$ cat src/rtl/sdc_pkg.sv
// Shared types and default parameters for the shutdown-circuit controller.
package sdc_pkg;

   typedef enum logic [1:0] {
      StOpen   = 2'd0,
      StReady  = 2'd1,
      StClosed = 2'd2,
      StFault  = 2'd3
   } sdc_state_t;

   localparam int unsigned N_LOOPS_DEF    = 4;
   localparam int unsigned WD_TIMEOUT_DEF = 1000;
   localparam int unsigned DEBOUNCE_DEF   = 16;

endpackage

$ cat src/rtl/sdc_debounce.sv
// Button debouncer: the level follows the raw input only after DEBOUNCE stable cycles;
// press_o pulses for one cycle on each accepted rising edge.
module sdc_debounce
   import sdc_pkg::*;
#(
   parameter int unsigned DEBOUNCE = DEBOUNCE_DEF
) (
   input  logic clk,
   input  logic rst_n,
   input  logic raw_i,
   input  logic restart_i,
   output logic press_o
);

   localparam int unsigned CW = (DEBOUNCE > 1) ? $clog2(DEBOUNCE) : 1;
   localparam logic [CW-1:0] LAST = CW'(DEBOUNCE - 1);

   logic [CW-1:0] cnt_q, cnt_d;
   logic          level_q, level_d;
   logic          press_q, press_d;

   always_comb begin
      cnt_d   = cnt_q;
      level_d = level_q;
      press_d = 1'b0;
      if (restart_i || (raw_i == level_q)) begin
         cnt_d = '0;
      end else if (cnt_q == LAST) begin
         // raw has differed from the level for DEBOUNCE consecutive cycles
         cnt_d   = '0;
         level_d = raw_i;
         press_d = raw_i;
      end else begin
         cnt_d = cnt_q + CW'(1);
      end
   end

   always_ff @(posedge clk or negedge rst_n) begin
      if (!rst_n) begin
         cnt_q   <= '0;
         level_q <= 1'b0;
         press_q <= 1'b0;
      end else begin
         cnt_q   <= cnt_d;
         level_q <= level_d;
         press_q <= press_d;
      end
   end

   assign press_o = press_q;

endmodule

$ cat src/rtl/sdc_controller.sv
// Shutdown-circuit controller: supervises loop sense inputs and a watchdog heartbeat,
// and closes the SDC relay on a debounced activation press.
module sdc_controller
   import sdc_pkg::*;
#(
   parameter int unsigned N_LOOPS    = N_LOOPS_DEF,
   parameter int unsigned WD_TIMEOUT = WD_TIMEOUT_DEF,
   parameter int unsigned DEBOUNCE   = DEBOUNCE_DEF
) (
   input  logic               clk,
   input  logic               rst_n,
   input  logic [N_LOOPS-1:0] shutdown_loop_i,
   input  logic               watchdog_i,
   input  logic               as_close_sdc_i,
   input  logic               as_driving_mode_i,
   input  logic               ts_btn_cockpit_i,
   input  logic               ts_btn_external_i,
   input  logic               fault_clear_i,
   output logic               sdc_to_relais_o,
   output logic               sdc_is_ready_o,
   output logic               fault_o,
   output logic [N_LOOPS:0]   fault_cause_o,
   output logic [1:0]         state_o
);

   localparam int unsigned WW = $clog2(WD_TIMEOUT + 1);
   localparam logic [WW-1:0] WD_MAX = WW'(WD_TIMEOUT);

   logic [N_LOOPS-1:0] loop_s1, loop_s2;
   logic               wd_s1, wd_s2, wd_prev;
   logic [1:0]         btn_s1, btn_s2;
   logic               mode_q;
   logic [WW-1:0]      wd_cnt_q, wd_cnt_d;

   always_ff @(posedge clk or negedge rst_n) begin
      if (!rst_n) begin
         loop_s1 <= '0;
         loop_s2 <= '0;
         wd_s1   <= 1'b0;
         wd_s2   <= 1'b0;
         wd_prev <= 1'b0;
         btn_s1  <= '0;
         btn_s2  <= '0;
         mode_q  <= 1'b0;
      end else begin
         loop_s1 <= shutdown_loop_i;
         loop_s2 <= loop_s1;
         wd_s1   <= watchdog_i;
         wd_s2   <= wd_s1;
         wd_prev <= wd_s2;
         btn_s1  <= {ts_btn_external_i, ts_btn_cockpit_i};
         btn_s2  <= btn_s1;
         mode_q  <= as_driving_mode_i;
      end
   end

   logic loop_ok, wd_ok, sys_ok;

   assign loop_ok = &loop_s2;
   assign wd_ok   = (wd_cnt_q < WD_MAX);
   assign sys_ok  = loop_ok & wd_ok;

   always_comb begin
      wd_cnt_d = wd_cnt_q;
      if (wd_s2 != wd_prev) begin
         wd_cnt_d = '0;
      end else if (wd_cnt_q < WD_MAX) begin
         wd_cnt_d = wd_cnt_q + WW'(1);
      end
   end

   always_ff @(posedge clk or negedge rst_n) begin
      if (!rst_n) wd_cnt_q <= '0;
      else        wd_cnt_q <= wd_cnt_d;
   end

   logic btn_sel, press;

   assign btn_sel = as_driving_mode_i ? btn_s2[1] : btn_s2[0];

   sdc_debounce #(
      .DEBOUNCE (DEBOUNCE)
   ) u_debounce (
      .clk       (clk),
      .rst_n     (rst_n),
      .raw_i     (btn_sel),
      .restart_i (as_driving_mode_i != mode_q),
      .press_o   (press)
   );

   sdc_state_t       state_q, state_d;
   logic [N_LOOPS:0] cause_q, cause_d;
   logic             relay_q, ready_q, fault_q;

   always_comb begin
      state_d = state_q;
      cause_d = cause_q;
      unique case (state_q)
         StOpen: begin
            // loss of loop or heartbeat here is not a fault; just stay open
            if (sys_ok) state_d = StReady;
         end
         StReady: begin
            if (!sys_ok)                      state_d = StFault;
            else if (press && as_close_sdc_i) state_d = StClosed;
         end
         StClosed: begin
            if (!sys_ok)              state_d = StFault;
            else if (!as_close_sdc_i) state_d = StOpen;
         end
         StFault: begin
            if (fault_clear_i && sys_ok) state_d = StOpen;
         end
         default: state_d = StOpen;
      endcase

      if ((state_q != StFault) && (state_d == StFault)) begin
         cause_d = {~wd_ok, ~loop_s2};
      end else if ((state_q == StFault) && (state_d == StOpen)) begin
         cause_d = '0;
      end
   end

   // outputs are registered from the next state so they move with state_q
   always_ff @(posedge clk or negedge rst_n) begin
      if (!rst_n) begin
         state_q <= StOpen;
         cause_q <= '0;
         relay_q <= 1'b0;
         ready_q <= 1'b0;
         fault_q <= 1'b0;
      end else begin
         state_q <= state_d;
         cause_q <= cause_d;
         relay_q <= (state_d == StClosed);
         ready_q <= (state_d == StReady) || (state_d == StClosed);
         fault_q <= (state_d == StFault);
      end
   end

   assign sdc_to_relais_o = relay_q;
   assign sdc_is_ready_o  = ready_q;
   assign fault_o         = fault_q;
   assign fault_cause_o   = cause_q;
   assign state_o         = state_q;

endmodule
$ cat config.mk
export PLATFORM = sky130hd
export DESIGN_NAME = sdc_controller
export DESIGN_NICKNAME = d
export VERILOG_FILES = /design/src/rtl/sdc_pkg.sv /design/src/rtl/sdc_debounce.sv /design/src/rtl/sdc_controller.sv
export SDC_FILE = /design/constraint.sdc
export NUM_CORES = 1
export LEC_CHECK = 0
export BUFFER_PORTS_ARGS = -buffer_cell sky130_fd_sc_hd__buf_4
export CAP_MARGIN = 20
export CORE_UTILIZATION = 50
export CTS_CLUSTER_DIAMETER = 60
export DETAILED_ROUTE_END_ITERATION = 8
export PLACE_DENSITY = 0.76
export RECOVER_POWER = 100
export SLEW_MARGIN = 15
export SYNTH_ARGS = -nofsm -noshare
export SYNTH_HDL_FRONTEND = slang
export SYNTH_SLANG_ARGS = --single-unit
export TNS_END_PERCENT = 10
$ cat constraint.sdc
create_clock -name clk -period 1.9 [get_ports clk]
set_input_delay 0.38 -clock clk [delete_from_list [all_inputs] [get_ports clk]]
set_output_delay 0.38 -clock clk [all_outputs]
set_load 0.03 [all_outputs]
# ---- Word level (Yosys, flattened, before mapping)
# Cells that the tools add are included.
dict set report word_totals {
  reg_bits 42
  latchBits 0
  ramBits 0
  romBits 0
  input_bits 12
  output_inout_bits 10
  elab_cells 63
  n_memories 0
}
dict set report op_classes {
  add_sub_neg 2
  multipliers 0
  n_div 0
  magnitude_cmp 1
  n_eq_ne 11
  shift 0
  muxes 16
  bitwise 4
  reduce_logical 12
}
# op count
set op_table {}
lappend op_table {{$mux W10} 2}
lappend op_table {{$mux W2} 6}
lappend op_table {{$add A10 B1 Y10 const B} 1}
lappend op_table {{$lt A10 B10 Y1 const B} 1}
lappend op_table {{$mux W5} 2}
lappend op_table {{$eq A2 B2 Y1 const B} 4}
lappend op_table {{$mux W4} 2}
lappend op_table {{$pmux W2 S4} 1}
lappend op_table {{$add A4 B1 Y4 const B} 1}
lappend op_table {{$eq A2 B1 Y1 const B} 2}
lappend op_table {{$eq A4 B4 Y1 const B} 1}
lappend op_table {{$logic_and A1 B1 Y1} 4}
lappend op_table {{$logic_not A2 Y1} 2}
lappend op_table {{$not A4 Y4} 1}
lappend op_table {{$reduce_and A4 Y1} 1}
lappend op_table {{$reduce_bool A2 Y1} 2}
lappend op_table {{$mux W1} 3}
lappend op_table {{$logic_or A1 B1 Y1} 2}
lappend op_table {{$ne A1 B1 Y1} 2}
lappend op_table {{$ne A2 B2 Y1 const B} 1}
lappend op_table {{$not A1 Y1} 2}
lappend op_table {{$reduce_and A2 Y1} 1}
lappend op_table {{$and A1 B1 Y1} 1}
lappend op_table {{$eq A1 B1 Y1} 1}

# ---- Depth between registers and ports, before layout
# Gate-level depths: netlist of the first run.
dict set report depth {
  ltp_word 9
  depth_mapped 8
  depth_no_buf 8
}

# ---- Hierarchy
# A second synthesis of the first run with hierarchy kept.
dict set report unflattened {
  hier_cells 131
  hier_area_um2 1651.6
}
# module instances cells_each area_per_inst_um2 seq_area_each_um2
set modules_own_cells {}
lappend modules_own_cells {sdc_controller 1 109 1378.8 900.9}
lappend modules_own_cells {sdc_debounce 1 22 272.8 150.1}

# ---- Least setup slack after synthesis of the first run
# No wires, ideal clock.
dict set report synth_path {
  path_kind {register to register}
  startpoint {register state_q[1] (netlist: state_o[1])}
  endpoint {register cause_q[0] (netlist: fault_cause_o[0])}
  setup_time_ps 83
  arrival_ps 1825
  required_ps 1817
  slack_ps -7
  path_stages_with_launch 9
  n_path_buf 0
  period_less_slack_ps 1907
  cell_sequence {dfrtp_1 > nor2b_1 > mux2_2 > a22oi_1 > nand2_1 > ha_1 > mux2i_1 > nand2_1 > o21ai_0}
}
dict set report synth_via {
  elab_chain_cells 6
  word_cells_on_any_way 18
  cone_classes {eq/ne: 5; mux: 8; reduce/logical: 5}
}
# item line
set synth_rtl {}
lappend synth_rtl {{start, declared} sdc_controller.sv:91} ;# sdc_state_t state_q, state_d;
lappend synth_rtl {{start signal, assigned} sdc_controller.sv:127} ;# state_q <= StOpen;
lappend synth_rtl {{start signal, assigned} sdc_controller.sv:133} ;# state_q <= state_d;
lappend synth_rtl {{$mux W2 (on tied branches)} {sdc_controller.sv:109, sdc_controller.sv:105}}
lappend synth_rtl {{$mux W2 (on tied branches)} {sdc_controller.sv:108, sdc_controller.sv:104}}
lappend synth_rtl {{$pmux W2 S4 (*)} sdc_controller.sv:98} ;# unique case (state_q)
lappend synth_rtl {{named net state_d[1]} sdc_controller.sv:91}
lappend synth_rtl {{$eq A2 B2 Y1 / $logic_not A2 Y1 (equally long branches)} {sdc_controller.sv:117, sdc_controller.sv:119}}
lappend synth_rtl {{$logic_and A1 B1 Y1 (on tied branches)} {sdc_controller.sv:117, sdc_controller.sv:119}}
lappend synth_rtl {{$mux W5 / $reduce_bool A2 Y1 (equally long branches)} -}
lappend synth_rtl {{end signal, assigned} sdc_controller.sv:134} ;# cause_q <= cause_d;
lappend synth_rtl {{end, declared} sdc_controller.sv:92} ;# logic [N_LOOPS:0] cause_q, cause_d;
# Mark *: on every way through the listed nets, which the timed path passes. The rest lies on a longest branch.
# A chain may end at the register's enable or synchronous reset.

# ---- Worst setup path after layout of the first run
dict set report layout_path {
  startpoint {register wd_cnt_q[8]}
  endpoint {register cause_q[0] (netlist: fault_cause_o[0])}
}
dict set report layout_via {
  elab_chain_cells 8
  word_cells_on_any_way 14
  cone_classes {order compare: 1; eq/ne: 1; mux: 6; bitwise: 1; reduce/logical: 5}
}
# item line
set layout_rtl {}
lappend layout_rtl {{start, declared} sdc_controller.sv:33} ;# logic [WW-1:0] wd_cnt_q, wd_cnt_d;
lappend layout_rtl {{start signal, assigned} sdc_controller.sv:74} ;# else wd_cnt_q <= wd_cnt_d;
lappend layout_rtl {{$lt A10 B10 Y1 (*)} sdc_controller.sv:60} ;# assign wd_ok = (wd_cnt_q < WD_MAX);
lappend layout_rtl {{$and A1 B1 Y1 (*)} sdc_controller.sv:61} ;# assign sys_ok = loop_ok & wd_ok;
lappend layout_rtl {{$logic_and A1 B1 Y1} sdc_controller.sv:112} ;# if (fault_clear_i && sys_ok) state_d = StOpen;
lappend layout_rtl {{$mux W2} sdc_controller.sv:112}
lappend layout_rtl {{$pmux W2 S4 (*)} sdc_controller.sv:98}
lappend layout_rtl {{$eq A2 B2 Y1 / $logic_not A2 Y1 (equally long branches)} {sdc_controller.sv:117, sdc_controller.sv:119}}
lappend layout_rtl {{$logic_and A1 B1 Y1 (on tied branches)} {sdc_controller.sv:117, sdc_controller.sv:119}}
lappend layout_rtl {{$mux W5 / $reduce_bool A2 Y1 (equally long branches)} -}
# Every way passes the cells marked *; elsewhere a longest branch is shown, timed or not.

==> results.cfg, run 1 <==
[sta]
maxSlewHeadroom_pct = 34.4
setup_viol = 0
max_freq_mhz = 549
hold_viol = 0
timing.hold.ws_ps = 170
min_period_ps = 1820
tns_ps = 0
tightest_slew_ps = 984
fin_crit_sh_pct = 95.9
fin_skew_ps = 21.1
drv_slew = 0

[logic_synthesis]
yosysTopAreaCell = dfrtp_1
synth_seq_cells = 42
synth_top_cells_by_area = dfrtp_1, xor2_1, ha_1
muxShareOfSynthArea_pct = 2.50
syn_inst = 132
synth_edf_count = 0
synthSimpleGateAreaFrac_pct = 12.7
synth_nets = 149
synthXorXnorAreaFrac_pct = 6.37
synth_area_per_cell_um2 = 12.5
yosysWarnings = 0
synthFlopType = dfrtp_1
synth_area_um2 = 1650
yosysTopAreaCellShare_pct = 63.7
synth_adder_area_share_pct = 3.79
synth_compound_area_share_pct = 10.3
synth_cell_types = 32
async_reset_ff_share_pct = 100
ys_seq_area_share_pct = 63.7
yosys-top-cells-count = dfrtp_1, nand2_1, xor2_1
synth_top_family_by_area = simple AND/OR/NAND/NOR gates
synth.most_common_cell = dfrtp_1

[floorplan]
start_util_pct = 53.2
core-area_um2 = 3100
ios = 22
dieArea_um2 = 3530
die_x_um = 59.5
rows = 20
fp.dieH_um = 59.5

[flow_run]
drv_cap = 0

[placement]
place_hpwl_um = 1970
port_buffers = 21
gp_congestion = 0.794
place_area_um2 = 1920

[clocking]
cts_tree = yes
clockRootBuffer = clkbuf_4
cts_sinks = 42
numCtsBuffers = 5
cts_max_path_buffers = 2
insertion_delay_ps = 340
htreeDepth = 2
clk_pin_slew_worst_paths_ps = 120

[route]
post_drt_wl_per_cell_um = 12.9
drcViolationCount = 0
via_count = 1141
ant_nets = 0
drtIter0Drc = 50
vias_per_cell = 5.14
first_pass_iters = 4
wl_um = 2870

[final_layout]
syn_to_final_growth_pct = 27.5
utilization_pct = 67.8
antenna_cells = 0
fill_cells = 244
drive_gt1_share_pct = 30.9
fin_area_um2 = 2100
fin_nets = 194

[grt]
overflow = 0
grt_max_degree = 43
grt_pass1_vias = 1120
antenna_found_initial = 0
grt_pass1_wl_um = 4750
track_usage_pct = 19.1

[critical_path]
worst-path-max-fanout = 5
critPathLaunchType = flip-flop
critPathKind = flip-flop to flip-flop
arrival_ps = 2090
cp_data_required_time_ps = 2170
endpoint_kind = flip-flop

[pwr]
power.density_nw_per_um2 = 829
leakage_nw = 0.992
ir_drop_mv = 0.483

[outcome]
outcome = finished, final reports clean

[worst_hold_path]
hp-class = input port to flip-flop
==> state kept, by name, indices dropped and copies added (netlist names), 2 cells and up <==
| name | cells |
|---|---|
| loop_s1 | 4 |
| state_o | 2 |
| loop_s2 | 4 |
| btn_s1 | 2 |
| fault_cause_o | 5 |
| wd_cnt_q | 10 |
| btn_s2 | 2 |
| u_debounce.cnt_q | 4 |
==> metal layers <==
| metal | vias up | part of all wire, % | wire length (um) | track usage, % |
|---|---|---|---|---|
| met2 | 28 | 49 | 1410 | 31.5 |
| met5 | - | 0 | 0 | 0 |
| met4 | 0 | 2.3 | 66 | 13.3 |
| met3 | 6 | 3.4 | 98 | 4.80 |
| li1 | 546 | - | - | - |
| met1 | 561 | 45 | 1300 | 21.8 |
==> final timing paths <==
path | to | cells past startpoint | startpoint | slack (ps)
setup / recovery | fault_cause_o[0] | 9 | wd_cnt_q[8] | 80
hold / removal | loop_s1[3] | 1 | shutdown_loop_i[3] | 170
setup reg to reg | fault_cause_o[0] | 9 | wd_cnt_q[8] | 80
hold reg to reg | loop_s2[0] | 0 | loop_s1[0] | 360
max in group asynchronous | wd_cnt_q[4] | 2 | rst_n | 500
min in group asynchronous | u_debounce.cnt_q[3] | 2 | rst_n | 710
==> metrics by stage <==
step	cells	worst slack, ps	total power [W]
3_3_place_gp	205	96.0	0.00120
2_1_floorplan	132	20.8	0.00110
4_1_cts	214	1.52	0.00176
6_report	222	78.1	0.00175
3_5_place_dp	205	-26.2	0.00121
5_1_grt	222	-36.0	0.00184
==> cell families after synthesis <==
kind of cell               Yosys count
DFF                                 42
buffers and inverters                3
AOI/OAI and AO/OA                   25
and+or+nand+nor                     41
adders and majority gates            5
xor gates and xnor gates            12
muxes                                4
==> where the power goes <==
group | internal [W] | leakage, nW | total, W | switching, W
clock | 0.000278 | 0.0385 | 0.000553 | 0.000275
sequential | 0.000949 | 0.515 | 0.000986 | 0.0000366
combinational | 0.0000811 | 0.439 | 0.000207 | 0.000126
total | 0.00131 | 0.992 | 0.00175 | 0.000437
==> worst max-delay path: stages (launching register included) <==
cell and delay [ps]:
dfrtp_1 450, nand4_4 150, o21ai_4 210, xor2_2 110
a22o_1 230, ha_1 210, mux2i_1 120, buf_4 150
nand2_1 60, o21ai_0 60
==> layout make-up <==
| class | instances | area (um^2) | share of cell area [%] |
|---|---|---|---|
| sequential | 42 | 1050 | 50.1 |
| multi-input combinational | 87 | 623 | 29.6 |
| clock inverter | 2 | 37.5 | 1.78 |
| clock buffer | 6 | 41.3 | 1.96 |
| tap | 44 | 55.1 | 2.62 |
| timing repair buffer | 38 | 282 | 13.4 |
| inverter | 3 | 11.3 | 0.535 |
==> what timing repair did <==
action	CTS	global route
hold endpoints to repair	12	0
setup endpoints to repair	5	5
pin swaps	0	5
hold buffers	1	0
resized for setup	1	8
buffers inserted	0	8
==> cell usage in the layout, fill, tap and decap left out, types with 2 or more instances in the layout <==
| cell type | instances |
|---|---|
| nand3_1 | 4 |
| o21ai_4 | 2 |
| nor2b_1 | 3 |
| nor2_1 | 10 |
| and2_0 | 2 |
| dfrtp_1 | 39 |
| inv_1 | 3 |
| clkbuf_4 | 12 |
| o21ai_0 | 8 |
| ha_1 | 4 |
| dfrtp_2 | 3 |
| and4_1 | 2 |
| buf_4 | 28 |
| xor2_1 | 10 |
| o31ai_1 | 2 |
| nand2_1 | 12 |
| a21oi_1 | 4 |
| mux2i_1 | 3 |
| clkbuf_1 | 2 |
Note: power is estimated with default switching activity, not from simulation.
==> run 2: changes to the inputs <==
--- a/config.mk
+++ b/config.mk
@@ -7,6 +7,7 @@
 export LEC_CHECK = 0
 export BUFFER_PORTS_ARGS = -buffer_cell sky130_fd_sc_hd__buf_4
 export CAP_MARGIN = 20
+export CORE_MARGIN = 2
 export CORE_UTILIZATION = 50
 export CTS_CLUSTER_DIAMETER = 60
 export DETAILED_ROUTE_END_ITERATION = 8
==> run 2 against run 1 <==
  * Non-clock buffer count down 2
  * First-iteration DRC count down 10%
  * Critical endpoint is now fault_cause_o[3]
  * Largest cell class unchanged
  * Critical path type unchanged
  * Via count up 0.79%
==> results.cfg, run 2 (synthesis results as in run 1) <==
[floorplan]
rows = 20
fp.dieH_um = 61.5
die_x_um = 61.5
dieArea_um2 = 3780
ios = 22
start_util_pct = 53.2
core-area_um2 = 3100

[final_layout]
utilization_pct = 67.2
syn_to_final_growth_pct = 26.4
fin_nets = 192
drive_gt1_share_pct = 30.1
largest_reg_flops = 10
final_common_cell = dfrtp_1
antenna_cells = 0
layout_common_cells = dfrtp_1, buf_4, nand2_1, clkbuf_4
largest_register = wd_cnt_q
fin_area_um2 = 2090

[sta]
setup_viol = 0
maxSlewHeadroom_pct = 34.1
fin_crit_sh_pct = 97.9
max_freq_mhz = 538
min_period_ps = 1860
tns_ps = 0
tightest_slew_ps = 988
drv_slew = 0
fin_skew_ps = 17.2
hold_viol = 0

[route]
first_pass_iters = 4
drtIter0Drc = 45
highest_layer = met4
dr_wl_met2_um = 1550
wl_um = 2980
ant_nets = 0
via_count = 1150
post_drt_wl_per_cell_um = 13.6
drt-met1-wl_um = 1230
vias_per_cell = 5.23
wl_met3_um = 168
drcViolationCount = 0

[placement]
place_area_um2 = 1920
place_hpwl_um = 2020
gp_congestion = 0.777
port_buffers = 21

[critical_path]
cp_slowest_stage_delay_ps = 430
endpoint_kind = flip-flop
worst-path-max-fanout = 5
critPathKind = flip-flop to flip-flop
cp_slowest_cell = dfrtp_1
arrival_ps = 2140
cp_data_required_time_ps = 2180
ff2ff_setup_slack_ps = 40
critPathLaunchType = flip-flop
worstPathCellList = nand4_4 > buf_6 > nor2_2 > nor2b_1 > a22o_1 > ha_1 > mux2i_1 > buf_4 > nand2_1 > o21ai_0

[pwr]
power.density_nw_per_um2 = 837
power_w = 0.00175
leakage_nw = 0.986
ir_drop_mv = 0.549

[grt]
antenna_found_initial = 0
grt_max_degree = 43
track_usage_pct = 18.1
grt_pass1_vias = 1101
grt_pass1_wl_um = 4910
overflow = 0

[outcome]
outcome = finished, final reports clean

[clocking]
cts_max_path_buffers = 2
insertion_delay_ps = 350
clockRootBuffer = clkbuf_4
clk_pin_slew_worst_paths_ps = 130
htreeDepth = 2
numCtsBuffers = 5
cts_tree = yes
cts_sinks = 42

[flow_run]
drv_cap = 0

[worst_hold_path]
hp-class = input port to flip-flop
## run 2: changes by cell type in the layout (fill, tap and decap cells not counted), sizes merged
| cell | before | now |
|---|---|---|
| buf | 28 | 26 |
## run 2: per-stage QoR
stage	setup slack, ps	cells	hold WS (ps)
detailed placement	30.8	205	335
global placement	157	205	334
floorplan	20.8	132	84.4
CTS	16.5	214	117
global route	-44.7	220	128
finish	39.8	220	156
## run 2: critical path: cells and delay by family, from the launching register on
kind | cells | cell delay, ps
AOI/OAI and AO/OA | 2 | 320
adders and majority gates | 1 | 210
buffers and inverters | 2 | 300
DFF | 1 | 430
muxes | 1 | 120
and+or+nand+nor | 4 | 420
## run 2: report_power, final
part	switching (W)	total [W]	leakage, nW	internal, W
Sequential	0.0000374	0.000987	0.515	0.000949
Clock	0.000278	0.000556	0.0385	0.000278
Combinational	0.000124	0.000202	0.433	0.0000782
## run 2: path summary, 6_finish.rpt
path	from	endpoint	depth (start not counted)
worst max-delay path	wd_cnt_q[8]	fault_cause_o[3]	10
worst min-delay path	ts_btn_cockpit_i	btn_s1[0]	1
worst min register to register	btn_s1[0]	btn_s2[0]	0
min in group asynchronous	rst_n	u_debounce.cnt_q[0]	2
max in group asynchronous	rst_n	wd_cnt_q[7]	2
worst max register to register	wd_cnt_q[8]	fault_cause_o[3]	10
## run 2: per-layer routing
| metal | GRT usage (%) | vias to the layer above |
|---|---|---|
| met2 | 28.7 | 33 |
| met4 | 8.51 | 0 |
| met1 | 23.4 | 569 |
| met3 | 4.41 | 5 |
| li1 | - | 543 |
| met5 | 0 | - |
## run 2: area by class of cell
class / instances / area [um^2]
clock buffers: 6 / 41.3
clock inverters: 2 / 37.5
fillers: 247 / 1020
inverters: 3 / 11.3
multi-input cells: 87 / 616
flip-flops and latches: 42 / 1050
well taps: 44 / 55.1
repair buffers: 36 / 270
## run 2: what timing repair did
action | in CTS | in global routing
hold buffers | 1 | 0
hold endpoints to repair | 33 | 0
resized for setup | 0 | 9
setup buffers | 0 | 6
endpoints found under the setup margin | 0 | 5
==> run 3: changes to the inputs <==
--- a/config.mk
+++ b/config.mk
@@ -11,7 +11,7 @@
 export CORE_UTILIZATION = 50
 export CTS_CLUSTER_DIAMETER = 60
 export DETAILED_ROUTE_END_ITERATION = 8
-export PLACE_DENSITY = 0.76
+export PLACE_DENSITY_LB_ADDON = 0.08
 export RECOVER_POWER = 100
 export SLEW_MARGIN = 15
 export SYNTH_ARGS = -nofsm -noshare
==> run 3 against run 2 <==
  * Total power shrank 4.5%
  * Critical path depth down 1
  * Worst hold slack got worse by 13 ps
  * Combinational power grew 5%
  * Sequential power barely moved
  * Wire length fell by 0.57%
  * Utilization fell by 0.081 points
  * Die area unchanged
  * Cell count is the same
  * Sequential cell count stayed put
  * Critical path type unchanged
  * Largest cell class unchanged
==> results.cfg, run 3 (synthesis results as in run 1) <==
[sta]
maxSlewHeadroom_pct = 33.4
rsz0062_at_grt = yes
setup_viol = 0
max_freq_mhz = 545
fin_skew_ps = 10.5
fin_crit_sh_pct = 96.5
tns_ps = 0
min_period_ps = 1830
tightest_slew_ps = 998
drv_slew = 0
hold_viol = 0

[grt]
grt_max_degree = 43
antenna_found_initial = 0
track_usage_pct = 18.4
grt_pass1_vias = 1098
grt_pass1_wl_um = 4790
overflow = 0

[floorplan]
dieArea_um2 = 3780
start_util_pct = 53.2
ios = 22
core-area_um2 = 3100
die_x_um = 61.5
rows = 20
fp.dieH_um = 61.5

[critical_path]
cpMostUsedCell = o21ai_4
crit_end = fault_cause_o[4]
cp_slowest_cell = dfrtp_1
ff2ff_setup_slack_ps = 70
worstPathCellList = o21ai_4 > o21ai_4 > xor2_2 > a22o_1 > ha_2 > mux2i_1 > buf_4 > nand2_1 > o21ai_0
cp_slowest_stage_delay_ps = 440
timing.rr.start = wd_cnt_q[3]
critPathKind = flip-flop to flip-flop
rr_worst_depth = 9
worst-path-max-fanout = 5
cp_data_required_time_ps = 2180
critPathLaunchType = flip-flop
worstReg2RegEnd = fault_cause_o[4]
startpoint = wd_cnt_q[3]
arrival_ps = 2120
endpoint_kind = flip-flop

[worst_hold_path]
hp-class = input port to flip-flop

[clocking]
cts_max_path_buffers = 2
htreeDepth = 2
cts_tree = yes
clk_pin_slew_worst_paths_ps = 130
numCtsBuffers = 5
clockRootBuffer = clkbuf_4
insertion_delay_ps = 360
cts_sinks = 42

[final_layout]
largest_reg_flops = 10
drive_gt1_share_pct = 31.8
largest_register = wd_cnt_q
fin_nets = 192
layout_common_cells = dfrtp_1, buf_4, clkbuf_4
syn_to_final_growth_pct = 26.2
final_common_cell = dfrtp_1
antenna_cells = 0
fin_area_um2 = 2080

[pwr]
power.density_nw_per_um2 = 800
leakage_nw = 0.981
ir_drop_mv = 0.666

[route]
ant_nets = 0
vias_per_cell = 5.05
first_pass_iters = 4
drcViolationCount = 0
via_count = 1110
wl_um = 2970
drtIter0Drc = 29
post_drt_wl_per_cell_um = 13.5

[placement]
gp_congestion = 0.733
place_hpwl_um = 2090
port_buffers = 21
place_area_um2 = 1930

[flow_run]
drv_cap = 0

[outcome]
outcome = finished, final reports clean
run 3: worst min path at each step:
| stage | start | endpoint | slack [ps] | cells past startpoint |
|---|---|---|---|---|
| final | watchdog_i | wd_s1 | 140 | 1 |
| after global routing | shutdown_loop_i[0] | loop_s1[0] | 110 | 1 |
| after CTS | shutdown_loop_i[0] | loop_s1[0] | 110 | 1 |
| after detailed placement | loop_s1[3] | loop_s2[3] | 340 | 0 |
| after global placement | btn_s1[1] | btn_s2[1] | 330 | 0 |
| after floorplan | rst_n | btn_s1[0] | 80 | 0 |
run 3: per-layer routing:
layer	global-route usage, %	up-vias	share of wire [%]
met5	0	-	0
met4	7.29	0	2.2
met3	6.51	7	5.9
met2	28.9	32	46
met1	23.7	530	46
li1	-	541	-
run 3: area by class of cell:
cell class              count  area (um^2)
inverters                   3         11.3
flip-flops and latches     42         1050
well taps                  44         55.1
multi-input cells          87          633
clock buffers               6         51.3
clock inverters             2         12.5
fillers                   247         1020
repair buffers             36          267
run 3: critical path, delay by kind of cell, from the launching register on:
family | cells | cell delay [ps]
buffers and inverters | 1 | 160
XOR/XNOR | 1 | 170
AO/OA/AOI/OAI | 4 | 640
multiplexers | 1 | 130
adder cells (fa/ha/maj) | 1 | 170
flip-flops | 1 | 440
AND/OR/NAND/NOR | 1 | 50
run 3: metrics by stage:
stage	std cells	hold WS [ps]	setup WS, ps	util, %	power (W)
floorplan	132	84.4	20.8	-	0.00110
global placement	206	334	112	62.3	0.00120
detailed placement	206	339	3.50	62.3	0.00121
CTS	215	108	7.47	64.8	0.00168
global route	220	109	-42.0	67.1	0.00176
finish	220	144	66.4	67.1	0.00167
run 3: where the power goes:
group          internal [W]  switching, W  leakage [nW]
sequential         0.000949     0.0000377         0.517
combinational     0.0000849      0.000127         0.430
clock              0.000178      0.000289        0.0343
total               0.00121      0.000454         0.981
run 3: timing repair:
item	CTS	global route
setup buffers	0	5
pin swaps	2	8
hold buffers	1	0
setup endpoints to repair	5	5
endpoints found under the hold margin	32	0
resized for setup	1	13
gates cloned	0	0
